===== src/rtl/p1_multisum.sv =====
// Sum-of-multiples engine: adds every n in [1, limit) divisible by any of NDIV run-time divisors,
// one n per clock, using per-divisor residue counters instead of dividers.
module p1_multisum #(
  parameter int unsigned WIDTH = 32,
  parameter int unsigned CNT_W = 16,
  parameter int unsigned NDIV  = 2
) (
  input  logic                  clk,
  input  logic                  reset,
  input  logic                  start,
  input  logic [CNT_W-1:0]      limit,
  input  logic [NDIV*CNT_W-1:0] div,
  output logic                  busy,
  output logic                  done,
  output logic [WIDTH-1:0]      sum,
  output logic                  overflow
);

  typedef enum logic [1:0] {StIdle, StRun, StDone} state_e;

  localparam logic [CNT_W-1:0] CntOne = CNT_W'(1);

  state_e                  state_q, state_d;
  logic [CNT_W-1:0]        limit_q, limit_d;
  logic [NDIV*CNT_W-1:0]   div_q, div_d;
  logic [NDIV*CNT_W-1:0]   res_q, res_d;
  logic [CNT_W-1:0]        n_q, n_d;
  logic [WIDTH-1:0]        sum_q, sum_d;
  logic                    ovf_q, ovf_d;
  logic                    busy_q, done_q;
  logic                    match;
  logic [WIDTH:0]          add_full;

  always_comb begin
    state_d  = state_q;
    limit_d  = limit_q;
    div_d    = div_q;
    res_d    = res_q;
    n_d      = n_q;
    sum_d    = sum_q;
    ovf_d    = ovf_q;
    match    = 1'b0;
    add_full = {1'b0, sum_q} + (WIDTH + 1)'(n_q);

    unique case (state_q)
      StIdle, StDone: begin
        if (start) begin
          state_d = StRun;
          limit_d = limit;
          div_d   = div;
          n_d     = CntOne;
          sum_d   = '0;
          ovf_d   = 1'b0;
          // Residue tracks n mod d; n starts at 1, so it is 0 only when d is 1.
          for (int i = 0; i < NDIV; i++) begin
            res_d[i*CNT_W +: CNT_W] = (div[i*CNT_W +: CNT_W] == CntOne) ? '0 : CntOne;
          end
        end
      end
      StRun: begin
        if (n_q < limit_q) begin
          for (int i = 0; i < NDIV; i++) begin
            if ((div_q[i*CNT_W +: CNT_W] != '0) && (res_q[i*CNT_W +: CNT_W] == '0)) begin
              match = 1'b1;
            end
            res_d[i*CNT_W +: CNT_W] =
                (res_q[i*CNT_W +: CNT_W] == (div_q[i*CNT_W +: CNT_W] - CntOne)) ?
                '0 : (res_q[i*CNT_W +: CNT_W] + CntOne);
          end
          if (match) begin
            sum_d = add_full[WIDTH-1:0];
            ovf_d = ovf_q | add_full[WIDTH];
          end
          n_d = n_q + CntOne;
        end else begin
          state_d = StDone;
        end
      end
      default: state_d = StIdle;
    endcase
  end

  always_ff @(posedge clk) begin
    if (!reset) begin
      state_q <= StIdle;
      limit_q <= '0;
      div_q   <= '0;
      res_q   <= '0;
      n_q     <= '0;
      sum_q   <= '0;
      ovf_q   <= 1'b0;
      busy_q  <= 1'b0;
      done_q  <= 1'b0;
    end else begin
      state_q <= state_d;
      limit_q <= limit_d;
      div_q   <= div_d;
      res_q   <= res_d;
      n_q     <= n_d;
      sum_q   <= sum_d;
      ovf_q   <= ovf_d;
      busy_q  <= (state_d == StRun);
      done_q  <= (state_d == StDone);
    end
  end

  assign busy     = busy_q;
  assign done     = done_q;
  assign sum      = sum_q;
  assign overflow = ovf_q;

endmodule


===== config.mk =====
export PLATFORM = sky130hd
export DESIGN_NAME = p1_multisum
export DESIGN_NICKNAME = d
export VERILOG_FILES = /design/src/rtl/p1_multisum.sv
export SDC_FILE = /design/constraint.sdc
export NUM_CORES = 1
export LEC_CHECK = 0
export CORE_MARGIN = 2
export CORE_UTILIZATION = 40
export CTS_BUF_LIST = sky130_fd_sc_hd__clkbuf_16
export DETAILED_ROUTE_END_ITERATION = 10
export HOLD_SLACK_MARGIN = 0.15
export PLACE_DENSITY = 0.57
export SLEW_MARGIN = 20
export SYNTH_ARGS = -nofsm -noshare
export SYNTH_HDL_FRONTEND = slang
export SYNTH_SLANG_ARGS = --single-unit

===== constraint.sdc =====
create_clock -name clk -period 3.9 [get_ports clk]
set_input_delay 0.78 -clock clk [delete_from_list [all_inputs] [get_ports clk]]
set_output_delay 0.78 -clock clk [all_outputs]
set_load 0.01 [all_outputs]

# Word level (Yosys, flattened, before mapping)
# Index checks and enable logic that the tools add are counted.
[word_totals]
register_bits = 133
out_inout_bits = 35
[classes]
add_sub_neg = 6
magnitude_cmp = 1
n_eq_ne = 11
muxes = 25
bitwise = 1
n_reduce_logical = 12
[ops]
columns = ["op", "count"]
rows = [
  ["32-bit two-way mux", 5],
  ["32-bit one-hot mux with 2 select lines", 2],
  ["16-bit two-way mux", 4],
  ["16-bit by 1-bit adder with 16-bit output (second input constant)", 3],
  ["32-bit by 16-bit adder with 33-bit output", 1],
  ["16-bit by 1-bit == test with 1-bit output (second input constant)", 2],
  ["16-bit == test", 2],
  ["16-bit zero test", 2],
  ["16-bit one-hot mux with 2 select lines", 1],
  ["16-bit nonzero test", 2],
  ["16-bit by 1-bit subtractor with 16-bit output (second input constant)", 2],
  ["16-bit less-than comparator", 1],
  ["1-bit two-way mux", 9],
  ["2-bit != test (second input constant)", 3],
  ["2-bit by 1-bit == test with 1-bit output (second input constant)", 2],
  ["2-bit == test (second input constant)", 2],
  ["2-bit two-way mux", 2],
  ["2-bit one-hot mux with 2 select lines", 1],
  ["4-bit AND reduction", 1],
  ["3-bit AND reduction", 1],
  ["1-bit logical AND", 2],
  ["2-bit zero test", 1],
  ["1-bit one-hot mux with 2 select lines", 1],
  ["2-bit AND reduction", 1],
  ["other kinds (3)", 3],
]

# Logic depth before layout (Yosys ltp)
[depth]
ltp_word = 9
ltp_mapped = 13

# Least setup slack after synthesis
# Ideal clock, no wire load.
[synth_timing]
kind = "flip-flop to flip-flop"
startpoint = "reg sum_q[0] (netlist: sum[0])"
endpoint = "reg sum_q[28] (netlist: sum[28])"
setup_ns = 0.132
arrival_ns = 2.642
t_required_ns = 3.768
slack_ns = 1.126
path_stages_with_launch = 11
path_buffers = 1
period_less_slack_ns = 2.774
path_cell_list = "dfxtp_1 > ha_1 > fa_1 > a211oi_1 > o211ai_1 > nand2_1 > o21ai_0 > o41ai_1 > clkbuf_1 > or4_1 > a21oi_1"
[synth_between]
elab_chain_len = 4
[synth_lines]
columns = ["element", "line", "source"]
rows = [
  ["start, declared", "28", "logic [WIDTH-1:0] sum_q, sum_d;"],
  ["start signal, assigned", "100", "sum_q <= sum_d;"],
  ["32-bit by 16-bit adder with 33-bit output", "43", "add_full = {1'b0, sum_q} + (WIDTH + 1)'(n_q);"],
  ["32-bit two-way mux", "70", "if (match) begin"],
  ["32-bit two-way mux", "61", "if (n_q < limit_q) begin"],
  ["32-bit one-hot mux with 2 select lines", "45", "unique case (state_q)"],
]
# Every way passes these cells. The select of a mux whose other input is x is not followed.
# A chain may end at the register's enable or synchronous reset.

# Final worst setup path
[layout_timing]
startpoint = "reg div_q[0]"
endpoint = "reg res_q[11]"
[layout_between]
elab_chain_len = 5
[layout_lines]
columns = ["element", "line", "source"]
rows = [
  ["start, declared", "25", "logic [NDIV*CNT_W-1:0] div_q, div_d;"],
  ["start signal, assigned", "97", "div_q <= div_d;"],
  ["16-bit by 1-bit subtractor with 16-bit output", "67", "(res_q[i*CNT_W +: CNT_W] == (div_q[i*CNT_W +: CNT_W] - CntOne)) ?"],
  ["16-bit == test", "67", ""],
  ["16-bit two-way mux", "67", ""],
  ["32-bit two-way mux", "61", ""],
  ["32-bit one-hot mux with 2 select lines", "45", ""],
  ["end signal, assigned", "98", "res_q <= res_d;"],
  ["end, declared", "26", "logic [NDIV*CNT_W-1:0] res_q, res_d;"],
]
# Every way passes these cells. The select of a mux whose other input is x is not followed.

==> impl_metrics.json <==
{
  "cts_inserted_buffers": 17,
  "synth_seq_cells": 133,
  "coreArea_sq_mm": 0.0196,
  "post_drt_wl_per_cell_um": 16.4,
  "drcViolationCount": 0,
  "drv_cap": 0,
  "period_minus_slack_ps": 3040,
  "postRouteAntennaNets": 0,
  "clk_pin_slew_ps": 60,
  "synthArstFlopShare": 0,
  "nNetsFinal": 1165,
  "fin_area_sq_mm": 0.00966,
  "grt_antenna_before_repair": 0,
  "drive_above_1_share": 0.0551,
  "reg2reg_slack_ps": 860,
  "stdcell_count": 1353,
  "fin_crit_sh": 0.780,
  "grt_use_total": 0.210,
  "grt_max_degree": 59,
  "io_buffers": 85,
  "cts_tree": "yes",
  "rr_worst_depth": 8,
  "initialDrtViolationCount": 388,
  "synthTopCellsByArea": "dfxtp_1, nand2_1, a21oi_1",
  "boundaryPins": 86,
  "worstHoldStart": "limit_q[11]$_SDFFE_PN0P_",
  "place_hpwl_um": 16000,
  "synth_flop_cell": "dfxtp_1",
  "start_util": 0.410,
  "dieArea_sq_mm": 0.0212,
  "p_leak_nw": 3.55,
  "layout_commonest_cell": "nand2_1",
  "maxSlewViolCount": 0,
  "grt_overflow": 0,
  "end_kind": "flop",
  "required_ps": 4180,
  "root_buffer": "clkbuf_16",
  "syn_area_sq_mm": 0.00804,
  "post_dp_cell_area_sq_mm": 0.00911,
  "start_kind": "flop",
  "syn_area_per_cell_sq_um": 7.93,
  "grt_pass1_vias": 7325,
  "critPathMaxFanout": 12,
  "dr.pass1.iters": 5,
  "num_vias": 7600,
  "wl_um": 22200,
  "synth_warnings": 0,
  "diodes": 0,
  "die_y_um": 146,
  "rsz0062_at_grt": "no",
  "hp-class": "flop to flop",
  "hold_end": "limit_q[11]$_SDFFE_PN0P_",
  "final.setup.tns_ps": 0,
  "cts-root-to-sink-buffers": 2,
  "status": "complete, no violations",
  "arrival_ps": 3320,
  "cts_resized": 0,
  "synth_area_leader_cell": "dfxtp_1",
  "ys_seq_area_frac": 0.331,
  "viasPerCell": 5.62,
  "hold_path_depth": 2,
  "syn2layout_area_growth_pct": 20.2,
  "synthesis.nets": 1103,
  "rows": 51,
  "r2r-start": "div_q[0]$_SDFFE_PN0P_",
  "synth_edf_count": 0,
  "irDropWorstVdd_v": 0.000296,
  "grt_pass1_wl_um": 36800,
  "reg2reg_to": "res_q[11]$_SDFFE_PN0P_",
  "max_freq_mhz": 329,
  "criticalPathCategory": "flop to flop",
  "mostFrequentLayoutCells": "nand2_1, dfxtp_1, a21oi_1",
  "h-tree-depth": 4,
  "syn_inst": 1013,
  "synth_top_area_share": 0.331,
  "clkLatencyLatePin_ps": 420,
  "post_cts_buffers": 0,
  "p_per_area_mw_per_mm2": 367,
  "post-place-cells": 1321,
  "hold-worst-slack_ps": 459,
  "finalClockSkew_ps": 7.32,
  "finalHoldViolCount": 0,
  "cts_num_sinks": 133,
  "gp_congestion": 0.833,
  "slew-limit-headroom": 0.424,
  "die_w_um": 146,
  "worst_pin_slew_ps": 862,
  "yosysUniqueCellTypes": 72,
  "setup_viol": 0,
  "postCtsHoldBufs": 0
}
==> through the flow <==
stage / setup WS, ps / power, W / utilization
after floorplan: 1130 / 0.00185 / -
after global routing: 607 / 0.00370 / 0.493
after detailed placement: 888 / 0.00205 / 0.465
final: 858 / 0.00355 / 0.493
after global placement: 897 / 0.00204 / 0.465
after CTS: 842 / 0.00358 / 0.493
==> report_power, final <==
group / leakage [nW] / internal [W] / switching, W
clock: 0.288 / 0.000921 / 0.000605
combinational: 2.18 / 0.000228 / 0.000329
sequential: 1.08 / 0.00140 / 0.0000598
==> worst max-delay path, stage by stage (launching register included) <==
cell and delay, ps:
dfxtp_1 380, inv_1 90, ha_1 320, or3b_2 510, o311a_1 340, o31ai_1 310, o2111ai_2 250, o21ai_2 530
a22oi_1 170
==> metal layers <==
| layer | vias up | part of all wire | GRT usage | wire length (um) |
|---|---|---|---|---|
| met4 | 0 | 0.012 | 0.0574 | 273 |
| li1 | 3836 | - | - | - |
| met5 | - | 0 | 0 | 0 |
| met3 | 16 | 0.042 | 0.0379 | 921 |
| met1 | 3598 | 0.47 | 0.277 | 10400 |
| met2 | 150 | 0.48 | 0.352 | 10500 |
==> cell families after synthesis <==
logic type	synth area share
xor gates and xnor gates	0.0785
muxes	0.0199
buffers and inverters	0.0475
AOI/OAI and AO/OA	0.211
DFF	0.331
adders and majority gates	0.0616
and+or+nand+nor	0.250
==> synth_stat cells, types with 21 or more instances <==
library cell	n
a21oi_1	109
clkbuf_1	41
dfxtp_1	133
ha_1	38
inv_1	36
nand2_1	147
nand3_1	28
nand4_1	22
nor2_1	62
nor4_1	24
o21ai_0	32
or4_1	21
xnor2_1	42
xor2_1	30
==> layout make-up <==
class,instances,area (sq um)
fill,1982,9930
clock buffer,17,425
tap,265,332
multi-input combinational,786,5010
timing repair buffer,100,963
clock inverter,15,126
sequential,133,2660
inverter,37,139
==> how the worst max path moves through the flow <==
stage                     startpoint                      to  slack (ps)
6_report       div_q[0]$_SDFFE_PN0P_  res_q[11]$_SDFFE_PN0P_         860
3_5_place_dp                   start  res_q[31]$_SDFFE_PN0P_         890
3_3_place_gp                   start  res_q[11]$_SDFFE_PN0P_         900
4_1_cts        div_q[0]$_SDFFE_PN0P_  res_q[11]$_SDFFE_PN0P_         840
5_1_grt        div_q[0]$_SDFFE_PN0P_  res_q[11]$_SDFFE_PN0P_         610
2_1_floorplan    sum[0]$_SDFFE_PN0P_    sum[28]$_SDFFE_PN0P_        1130
==> sequential cells by signal, indices dropped and copies added (netlist names) <==
signal    cells
done          1
state_q       2
busy          1
div_q        32
limit_q      16
n_q          16
sum          32
overflow      1
res_q        32
No activity file was read; power rests on OpenSTA's default activity.
